<file path="config.mk">
export PLATFORM = sky130hd
export DESIGN_NAME = grid_arbiter_flat
export DESIGN_NICKNAME = d
export VERILOG_FILES = /design/src/rtl/grid_arbiter_if.sv /design/src/rtl/grid_arbiter.sv /design/src/flat_wrapper.sv
export SDC_FILE = /design/constraint.sdc
export NUM_CORES = 1
export LEC_CHECK = 0
export CAP_MARGIN = 10
export CORE_ASPECT_RATIO = 1.1
export CORE_MARGIN = 2
export CORE_UTILIZATION = 38
export CTS_CLUSTER_DIAMETER = 60
export CTS_CLUSTER_SIZE = 24
export DETAILED_ROUTE_END_ITERATION = 6
export PLACE_DENSITY = 0.85
export REMOVE_ABC_BUFFERS = 1
export SKIP_LAST_GASP = 1
export SYNTH_ARGS = -nofsm -noshare
export SYNTH_HDL_FRONTEND = slang
export SYNTH_SLANG_ARGS = --single-unit
</file>
<file path="constraint.sdc">
create_clock -name clk -period 3.91 [get_ports clk]
set_input_delay 0.5865 -clock clk [delete_from_list [all_inputs] [get_ports clk]]
set_output_delay 0.5865 -clock clk [all_outputs]
set_load 0.01 [all_outputs]
</file>
<file path="src/rtl/grid_arbiter_if.sv">
// Bundle of sync, renderer, game-engine and RAM-port signals around the tile-grid arbiter.
// slave is the arbiter's view; master is the view of the surrounding system.
interface grid_arbiter_if #(
  parameter int ADDR_W = 11,
  parameter int DATA_W = 2
);
  logic              vsync;
  logic              video_on;
  logic              rd_req;
  logic [ADDR_W-1:0] rd_addr;
  logic [DATA_W-1:0] rd_data;
  logic              rd_valid;
  logic              game_req;
  logic              game_we;
  logic [ADDR_W-1:0] game_addr;
  logic [DATA_W-1:0] game_wdata;
  logic              game_gnt;
  logic              game_rvalid;
  logic [DATA_W-1:0] game_rdata;
  logic              game_done;
  logic [ADDR_W-1:0] ram_addr;
  logic              ram_we;
  logic [DATA_W-1:0] ram_wdata;
  logic [DATA_W-1:0] ram_rdata;
  logic              step_tick;
  logic              step_active;
  logic              overrun;

  modport slave (
    input  vsync, video_on, rd_req, rd_addr, game_req, game_we, game_addr,
           game_wdata, game_done, ram_rdata,
    output rd_data, rd_valid, game_gnt, game_rvalid, game_rdata,
           ram_addr, ram_we, ram_wdata, step_tick, step_active, overrun
  );

  modport master (
    output vsync, video_on, rd_req, rd_addr, game_req, game_we, game_addr,
           game_wdata, game_done, ram_rdata,
    input  rd_data, rd_valid, game_gnt, game_rvalid, game_rdata,
           ram_addr, ram_we, ram_wdata, step_tick, step_active, overrun
  );
endinterface

</file>
<file path="src/rtl/grid_arbiter.sv">
// Shares one single-port tile RAM between the VGA renderer and the game engine,
// and paces game steps from vsync (one step every TICK_FRAMES frames).
module grid_arbiter #(
  parameter int ADDR_W      = 11,
  parameter int DATA_W      = 2,
  parameter int TICK_FRAMES = 8
) (
  input  logic           clk,
  input  logic           rst_n,
  grid_arbiter_if.slave  bus
);

  localparam logic [1:0] S_IDLE  = 2'd0;
  localparam logic [1:0] S_STEP  = 2'd1;
  localparam logic [1:0] S_STALL = 2'd2;
  localparam logic [7:0] LAST_FRAME = 8'(TICK_FRAMES - 1);

  logic       vsync_q;
  logic [7:0] frame_cnt_q, frame_cnt_d;
  logic       step_tick_q, step_tick_d;
  logic [1:0] state_q, state_d;
  logic       overrun_q, overrun_d;
  logic       rd_valid_q;
  logic       game_rvalid_q, game_rvalid_d;

  logic frame_evt;
  logic renderer_own;
  logic game_own;
  logic game_gnt;

  assign frame_evt = vsync_q & ~bus.vsync;

  always_comb begin
    frame_cnt_d = frame_cnt_q;
    step_tick_d = 1'b0;
    if (frame_evt) begin
      if (frame_cnt_q == LAST_FRAME) begin
        frame_cnt_d = 8'd0;
        step_tick_d = 1'b1;
      end else begin
        frame_cnt_d = frame_cnt_q + 8'd1;
      end
    end
  end

  // game_done takes precedence over the video_on driven STEP/STALL swaps
  always_comb begin
    state_d   = state_q;
    overrun_d = overrun_q;
    case (state_q)
      S_IDLE: begin
        if (step_tick_q) state_d = S_STEP;
      end
      S_STEP: begin
        if (step_tick_q) overrun_d = 1'b1;
        if (bus.game_done)     state_d = S_IDLE;
        else if (bus.video_on) state_d = S_STALL;
      end
      S_STALL: begin
        if (step_tick_q) overrun_d = 1'b1;
        if (bus.game_done)      state_d = S_IDLE;
        else if (!bus.video_on) state_d = S_STEP;
      end
      default: state_d = S_IDLE;
    endcase
  end

  assign renderer_own = bus.video_on | bus.rd_req;
  assign game_own     = (state_q == S_STEP) & ~renderer_own;
  assign game_gnt     = game_own & bus.game_req;

  assign game_rvalid_d = game_gnt & ~bus.game_we;

  assign bus.ram_addr  = renderer_own ? bus.rd_addr :
                         game_gnt     ? bus.game_addr : '0;
  assign bus.ram_we    = game_gnt & bus.game_we;
  assign bus.ram_wdata = game_gnt ? bus.game_wdata : '0;

  assign bus.game_gnt    = game_gnt;
  assign bus.rd_valid    = rd_valid_q;
  assign bus.rd_data     = bus.ram_rdata;
  assign bus.game_rvalid = game_rvalid_q;
  assign bus.game_rdata  = bus.ram_rdata;
  assign bus.step_tick   = step_tick_q;
  assign bus.step_active = (state_q != S_IDLE);
  assign bus.overrun     = overrun_q;

  always_ff @(posedge clk or negedge rst_n) begin
    if (!rst_n) begin
      vsync_q       <= 1'b1;
      frame_cnt_q   <= 8'd0;
      step_tick_q   <= 1'b0;
      state_q       <= S_IDLE;
      overrun_q     <= 1'b0;
      rd_valid_q    <= 1'b0;
      game_rvalid_q <= 1'b0;
    end else begin
      vsync_q       <= bus.vsync;
      frame_cnt_q   <= frame_cnt_d;
      step_tick_q   <= step_tick_d;
      state_q       <= state_d;
      overrun_q     <= overrun_d;
      rd_valid_q    <= bus.rd_req;
      game_rvalid_q <= game_rvalid_d;
    end
  end

endmodule

</file>
<file path="src/flat_wrapper.sv">
// flat-port wrapper written by rule: the top's interface ports become plain ports
module grid_arbiter_flat 
#(
  parameter int ADDR_W      = 11,
  parameter int DATA_W      = 2,
  parameter int TICK_FRAMES = 8
)
  (clk, rst_n, bus_vsync, bus_video_on, bus_rd_req, bus_rd_addr, bus_game_req, bus_game_we, bus_game_addr, bus_game_wdata, bus_game_done, bus_ram_rdata, bus_rd_data, bus_rd_valid, bus_game_gnt, bus_game_rvalid, bus_game_rdata, bus_ram_addr, bus_ram_we, bus_ram_wdata, bus_step_tick, bus_step_active, bus_overrun);
  grid_arbiter_if #(.ADDR_W(ADDR_W), .DATA_W(DATA_W)) bus_i ();
  input  logic clk;
  input  logic rst_n;
  input wire logic [$bits(bus_i.vsync)-1:0] bus_vsync;
  input wire logic [$bits(bus_i.video_on)-1:0] bus_video_on;
  input wire logic [$bits(bus_i.rd_req)-1:0] bus_rd_req;
  input wire logic [$bits(bus_i.rd_addr)-1:0] bus_rd_addr;
  input wire logic [$bits(bus_i.game_req)-1:0] bus_game_req;
  input wire logic [$bits(bus_i.game_we)-1:0] bus_game_we;
  input wire logic [$bits(bus_i.game_addr)-1:0] bus_game_addr;
  input wire logic [$bits(bus_i.game_wdata)-1:0] bus_game_wdata;
  input wire logic [$bits(bus_i.game_done)-1:0] bus_game_done;
  input wire logic [$bits(bus_i.ram_rdata)-1:0] bus_ram_rdata;
  output wire logic [$bits(bus_i.rd_data)-1:0] bus_rd_data;
  output wire logic [$bits(bus_i.rd_valid)-1:0] bus_rd_valid;
  output wire logic [$bits(bus_i.game_gnt)-1:0] bus_game_gnt;
  output wire logic [$bits(bus_i.game_rvalid)-1:0] bus_game_rvalid;
  output wire logic [$bits(bus_i.game_rdata)-1:0] bus_game_rdata;
  output wire logic [$bits(bus_i.ram_addr)-1:0] bus_ram_addr;
  output wire logic [$bits(bus_i.ram_we)-1:0] bus_ram_we;
  output wire logic [$bits(bus_i.ram_wdata)-1:0] bus_ram_wdata;
  output wire logic [$bits(bus_i.step_tick)-1:0] bus_step_tick;
  output wire logic [$bits(bus_i.step_active)-1:0] bus_step_active;
  output wire logic [$bits(bus_i.overrun)-1:0] bus_overrun;
  assign bus_i.vsync = bus_vsync;
  assign bus_i.video_on = bus_video_on;
  assign bus_i.rd_req = bus_rd_req;
  assign bus_i.rd_addr = bus_rd_addr;
  assign bus_i.game_req = bus_game_req;
  assign bus_i.game_we = bus_game_we;
  assign bus_i.game_addr = bus_game_addr;
  assign bus_i.game_wdata = bus_game_wdata;
  assign bus_i.game_done = bus_game_done;
  assign bus_i.ram_rdata = bus_ram_rdata;
  assign bus_rd_data = bus_i.rd_data;
  assign bus_rd_valid = bus_i.rd_valid;
  assign bus_game_gnt = bus_i.game_gnt;
  assign bus_game_rvalid = bus_i.game_rvalid;
  assign bus_game_rdata = bus_i.game_rdata;
  assign bus_ram_addr = bus_i.ram_addr;
  assign bus_ram_we = bus_i.ram_we;
  assign bus_ram_wdata = bus_i.ram_wdata;
  assign bus_step_tick = bus_i.step_tick;
  assign bus_step_active = bus_i.step_active;
  assign bus_overrun = bus_i.overrun;
  grid_arbiter #(.ADDR_W(ADDR_W), .DATA_W(DATA_W), .TICK_FRAMES(TICK_FRAMES)) u_core (.clk(clk), .rst_n(rst_n), .bus(bus_i));
endmodule
</file>
==> results.py, run 1 <==
metrics = {
    "status": {
        "outcome": "finished, final reports clean",
    },
    "setup_path": {
        "cp-start-kind": "input port",
        "timing.critical_path.slowest_stage_cell": "clkdlybuf4s50_1",
        "worstPathRequired_ps": 3320,
        "cp_cell_sequence": "clkdlybuf4s50_1 -> or2_2 -> nor2_2 -> and2_1 -> clkdlybuf4s50_1",
        "crit_buf_inv": 2,
        "crit_top_cell": "clkdlybuf4s50_1",
        "cp-end-kind": "primary output",
        "path_class": "input port to primary output",
        "max_stage_delay_ps": 550,
        "path_max_fanout": 15,
        "cp_top_family": "simple AND/OR/NAND/NOR gates",
        "arrival_ps": 2680,
    },
    "synth": {
        "yosysWarnings": 0,
        "synth.most_common_cell": "dfrtp_1",
        "ys_ff_latch": 15,
        "synth_top_family_by_area": "simple AND/OR/NAND/NOR gates",
        "yosys-top-cells-count": "14 x dfrtp_1, 11 x a22o_1, 11 x nand2_1",
        "synth_compound_area_share_pct": 17.00,
        "synth-xor-area-share_pct": 5.043,
        "synthCells": 85,
        "avgSynthCellArea_um2": 10.22,
        "synth_area_um2": 868.3,
        "synth_area_leaders": "dfrtp_1 40%, a22o_1 11%, ha_1 7.2%, nand2_1 4.8%, xnor2_1 4.0%",
        "synthAdderAreaFrac_pct": 7.205,
        "post-synth-top-area-cell": "dfrtp_1",
        "synth_top_area_share_pct": 40.35,
        "synthMuxAreaShare_pct": 1.153,
        "async_reset_ff_share_pct": 100.0,
        "synth_edf_count": 0,
        "ys.flop_type": "dfrtp_1",
        "yosysUniqueCellTypes": 29,
        "synth-simple-area-share_pct": 20.03,
        "seq_area_frac_synth_pct": 43.37,
    },
    "sta": {
        "setup_tns_ps": 0,
        "tightest_slew_ps": 615.9,
        "fin_worst_skew_ps": 12.91,
        "drv_slew": 0,
        "hold_violations": 0,
        "setup_viol": 0,
        "fmax_mhz": 305.9,
        "period_share_pct": 83.59,
        "period_needed_ps": 3269,
        "rsz0062_at_grt": "false",
        "slew_headroom_pct": 58.81,
    },
    "global_route": {
        "grt_max_degree": 16,
        "antenna_found_initial": 0,
        "grt_usage_pct": 17.75,
        "grt_pass1_wl_mm": 3.456,
        "overflow": 0,
        "grt_pass1_vias": 768,
    },
    "cells_and_area": {
        "drive_gt1_share_pct": 8.209,
        "nets": 174,
        "area_growth_pct": 61.82,
        "num-fill-cells": 178,
        "stdcell_count": 164,
        "diodes": 0,
    },
    "floorplan": {
        "rows": 18,
        "dieArea_um2": 2684,
        "die_w_um": 49.58,
        "die_h_um": 54.14,
        "io_pins": 58,
        "core_area_um2": 2207,
        "start_util_pct": 39.34,
    },
    "run": {
        "max_cap_viol_count": 0,
    },
    "clock_network": {
        "cts_buffers": 3,
        "cts_setup_buffers": 0,
        "cts-hold-fix-buffers": 0,
        "clock_sinks": 15,
        "postCtsResizedCells": 0,
        "cts.path.max_buffers": 2,
        "cts_tree": "yes",
        "clk_latency_ps": 290,
        "clkSlewWorstSetupHoldPaths_ps": 80,
        "htree_levels": 1,
        "clockRootBuffer": "clkbuf_4",
    },
    "route": {
        "postRouteAntennaNets": 0,
        "drc": 0,
        "wl_mm": 2.309,
        "firstDrtPassIters": 4,
        "routedWlPerCell_um": 14.08,
        "via_per_inst": 5.018,
        "vias": 823,
        "first_iter_violations": 6,
    },
    "power_and_ir_drop": {
        "ir_drop_mv": 0.2966,
        "p_leak_uw": 0.0006063,
        "power_uw": 584.5,
        "p_per_area_nw_per_um2": 416.0,
    },
    "placed_design": {
        "port_buffers": 51,
        "place_congestion": 0.7778,
        "placed_cells": 160,
        "dp_hpwl_mm": 1.982,
    },
    "hold_path": {
        "min_path_type": "flop to flop",
    },
}
==> final timing paths <==
kind	slack [ps]	depth (start not counted)	startpoint	end
worst max-delay path	640	5	bus_video_on	bus_ram_wdata[0]
worst min-delay path	460	1	u_core.bus.overrun	u_core.bus.overrun
worst max register to register	2340	4	u_core.vsync_q	u_core.frame_cnt_q[7]
worst min register to register	460	1	u_core.bus.overrun	u_core.bus.overrun
max in group asynchronous	2830	1	rst_n	u_core.frame_cnt_q[6]
min in group asynchronous	670	1	rst_n	u_core.frame_cnt_q[4]
==> through the flow <==
stage          hold slack, ps  worst slack (ps)  cell area (µm²)  util (%)
2_1_floorplan           290.9              1701            829.5         -
3_3_place_gp            448.6             756.4             1378     62.42
3_5_place_dp            451.2             659.0             1378     62.42
4_1_cts                 469.2             659.0             1405     63.66
5_1_grt                 508.9             553.2             1405     63.66
6_report                464.7             641.4             1405     63.66
==> layout by cell type, fill, tap and decap left out, drive strengths merged, types with 3 or more instances in the layout <==
cell / Yosys / routed
nor3: 4 / 4
inv: 4 / 4
nand2: 11 / 11
clkbuf: 1 / 3
xnor2: 4 / 4
dfrtp: 14 / 14
nor2: 3 / 3
clkdlybuf4s50: 0 / 51
a21o: 3 / 3
ha: 5 / 5
a22o: 11 / 11
and2: 3 / 3
==> registers in the layout, indices dropped and copies added (netlist names) <==
name	count
u_core.state_q	2
u_core.vsync_q	1
u_core.bus.step_tick	1
u_core.frame_cnt_q	8
u_core.bus.game_rvalid	1
u_core.bus.overrun	1
u_core.bus.rd_valid	1
==> layout make-up <==
type	count	area, µm²	area share (%)
multi-input combinational	60	437.9	31.17
sequential	15	376.6	26.80
timing repair buffer	51	510.5	36.33
tap	30	37.54	2.671
inverter	4	15.01	1.069
clock buffer	3	22.52	1.603
clock inverter	1	5.005	0.3562
==> worst reg2reg max path, stage by stage (launching register included) <==
cell	delay (ps)
dfstp_2	550
nor2b_4	170
nand4_1	190
or3_1	420
xnor2_1	130
==> report_power, final <==
part	internal [µW]	switching [µW]
clock network	38.1	50.0
registers	196	40.0
logic	145	115
==> layer usage <==
metal / global-route usage [%] / share of wire (%) / vias to the layer above
li1: - / - / 393
met1: 17.50 / 39 / 383
met2: 34.89 / 50 / 44
met3: 5.556 / 9.9 / 3
met4: 6.944 / 1.5 / 0
met5: 0 / 0 / -
==> kinds of logic (layout without fill, tap and decap cells) <==
| family | after synthesis | count (layout) |
|---|---|---|
| AO/OA/AOI/OAI | 19 | 19 |
| XOR/XNOR | 5 | 5 |
| adder cells (fa/ha/maj) | 5 | 5 |
| buffers and inverters | 10 | 59 |
| flip-flops | 15 | 15 |
| multiplexers | 1 | 1 |
| AND/OR/NAND/NOR | 30 | 30 |
Note: power is estimated with default switching activity, not from simulation.
==> inputs of run 2 (changes only) <==
--- a/config.mk
+++ b/config.mk
@@ -8,11 +8,11 @@
 export CAP_MARGIN = 10
 export CORE_ASPECT_RATIO = 1.1
 export CORE_MARGIN = 2
-export CORE_UTILIZATION = 38
+export CORE_UTILIZATION = 32
 export CTS_CLUSTER_DIAMETER = 60
 export CTS_CLUSTER_SIZE = 24
 export DETAILED_ROUTE_END_ITERATION = 6
-export PLACE_DENSITY = 0.85
+export PLACE_DENSITY = 0.76
 export REMOVE_ABC_BUFFERS = 1
 export SKIP_LAST_GASP = 1
 export SYNTH_ARGS = -nofsm -noshare
==> constraint.sdc (replaced) <==
create_clock -name clk -period 2.9 [get_ports clk]
set_input_delay 0.435 -clock clk [delete_from_list [all_inputs] [get_ports clk]]
set_output_delay 0.435 -clock clk [all_outputs]
set_load 0.01 [all_outputs]
==> run 2 against run 1 <==
Register-to-register slack worse by 980 ps. Routed wire length up 0.65%. Via count up 1.5%. Largest power group unchanged. Count of clock-buffer cells in the layout up 1. Critical endpoint is now bus_ram_addr[1]. First-iteration DRC count up 33%.
==> results.py, run 2 (synthesized netlist as in run 1, its figures left out) <==
metrics = {
    "status": {
        "outcome": "finished, final reports clean",
    },
    "setup_path": {
        "path_class": "input port to primary output",
        "cp-start-kind": "input port",
        "worstPathRequired_ps": 2470,
        "timing.critical_path.slowest_stage_cell": "clkdlybuf4s50_1",
        "arrival_ps": 2180,
        "max_stage_delay_ps": 530,
        "crit_top_cell": "clkdlybuf4s50_1",
        "path_max_fanout": 15,
        "cp-end-kind": "primary output",
        "cp_cell_sequence": "clkdlybuf4s50_1 -> or2_2 -> nor2_2 -> buf_4 -> a22o_1 -> clkdlybuf4s50_1",
    },
    "cells_and_area": {
        "seq_area_um2": 376.6,
        "final_core_util_pct": 55.83,
        "mostFrequentLayoutCell": "clkdlybuf4s50_1",
        "largest_reg_flops": 8,
        "most-common-layout-cells": "51 x clkdlybuf4s50_1, 14 x dfrtp_1, 11 x nand2_1, 11 x a22o_1, 5 x ha_1",
        "multi_input_comb_area_um2": 437.9,
        "num-fill-cells": 235,
        "top_register": "u_core.frame_cnt_q",
        "reg_top3": "u_core.frame_cnt_q: 8 flops, u_core.state_q: 2 flops",
        "nets": 176,
        "stdcell_count": 167,
        "area_growth_pct": 63.54,
        "diodes": 0,
        "drive_gt1_share_pct": 8.824,
    },
    "clock_network": {
        "cts_buffers": 3,
        "cts.path.max_buffers": 2,
        "cts_setup_buffers": 0,
        "clk_latency_ps": 280,
        "clockRootBuffer": "clkbuf_4",
        "htree_levels": 1,
        "clock_sinks": 15,
        "postCtsResizedCells": 0,
        "cts-hold-fix-buffers": 0,
        "clkSlewWorstSetupHoldPaths_ps": 90,
        "cts_tree": "yes",
    },
    "global_route": {
        "grt_pass1_vias": 770,
        "grt_max_degree": 16,
        "overflow": 0,
        "grt_usage_pct": 15.45,
        "grt_pass1_wl_mm": 3.567,
        "antenna_found_initial": 0,
    },
    "hold_path": {
        "min_path_type": "flop to flop",
    },
    "sta": {
        "tightest_slew_ps": 663.5,
        "fin_worst_skew_ps": 7.288,
        "slew_headroom_pct": 55.63,
        "setup_viol": 0,
        "holdWs_ps": 460.3,
        "fmax_mhz": 382.7,
        "setup_tns_ps": 0,
        "rsz0062_at_grt": "false",
        "period_share_pct": 90.11,
        "period_needed_ps": 2613,
        "setup_ws_ps": 286.8,
        "hold_violations": 0,
        "drv_slew": 0,
    },
    "route": {
        "routedWlPerCell_um": 13.92,
        "via_per_inst": 5.000,
        "wl_mm": 2.324,
        "postRouteAntennaNets": 0,
        "firstDrtPassIters": 4,
        "first_iter_violations": 8,
        "vias": 835,
        "drc": 0,
    },
    "placed_design": {
        "placed_cells": 163,
        "port_buffers": 51,
        "place_congestion": 0.8658,
        "dp_hpwl_mm": 1.940,
        "place_ws_ps": 271.8,
    },
    "floorplan": {
        "die_h_um": 58.64,
        "io_pins": 58,
        "die_w_um": 53.67,
        "rows": 19,
        "start_util_pct": 34.14,
        "dieArea_um2": 3147,
        "core_area_um2": 2544,
    },
    "power_and_ir_drop": {
        "ir_drop_mv": 0.4516,
        "p_leak_uw": 0.0006135,
        "pwr-share-seq_pct": 40.2,
        "swShare_pct": 35.16,
        "p_per_area_nw_per_um2": 561.6,
        "p_int_uw": 517.1,
        "clkPwrFrac_pct": 14.6,
        "p_comb_share_pct": 45.2,
        "power.switching_uw": 280.4,
    },
    "run": {
        "max_cap_viol_count": 0,
    },
}
==> run 2: cell types whose count changed in the layout (fill, tap and decap cells not counted), sizes merged <==
cell / delta
buf: +2
clkbuf: +1
clkinv: -1
==> run 2: cell type report <==
cell class,count,area share (%)
inverter,4,1.057
multi-input combinational,60,30.84
tap,31,2.731
clock buffer,4,1.850
sequential,15,26.52
timing repair buffer,53,37.00
==> run 2: path summary, 6_finish.rpt <==
kind | startpoint | to | slack (ps) | cells past startpoint
max | bus_video_on | bus_ram_addr[1] | 290 | 6
min | u_core.bus.overrun | u_core.bus.overrun | 460 | 1
max reg2reg | u_core.vsync_q | u_core.frame_cnt_q[7] | 1360 | 4
min reg2reg | u_core.bus.overrun | u_core.bus.overrun | 460 | 1
max in group asynchronous | rst_n | u_core.bus.game_rvalid | 1920 | 1
min in group asynchronous | rst_n | u_core.frame_cnt_q[1] | 550 | 1
==> run 2: through the flow <==
step | instance area [µm²] | total power (µW)
2_1_floorplan | 829.5 | 508.9
3_3_place_gp | 1394 | 660.4
3_5_place_dp | 1394 | 684.6
4_1_cts | 1420 | 806.2
5_1_grt | 1420 | 859.3
6_report | 1420 | 797.6
==> run 2: per-layer routing <==
layer  global-route usage (%)  routed length [µm]
met4                    4.396                   0
met2                    27.35                1138
met3                    5.584                 369
met1                    16.91                 815
met5                        0                   0
==> run 2: power groups by stage <==
stage | Combinational (µW) | Clock [µW] | Sequential [µW]
2_1_floorplan | 194 | 0 | 315
3_3_place_gp | 342 | 0 | 318
3_5_place_dp | 361 | 0 | 324
4_1_cts | 364 | 123 | 320
5_1_grt | 398 | 133 | 329
6_report | 361 | 117 | 320
==> run 2: critical path: cells and delay by family <==
family                 cells  cell delay (ps)
buffers and inverters      3             1170
AOI/OAI and AO/OA          1              160
and+or+nand+nor            2              410
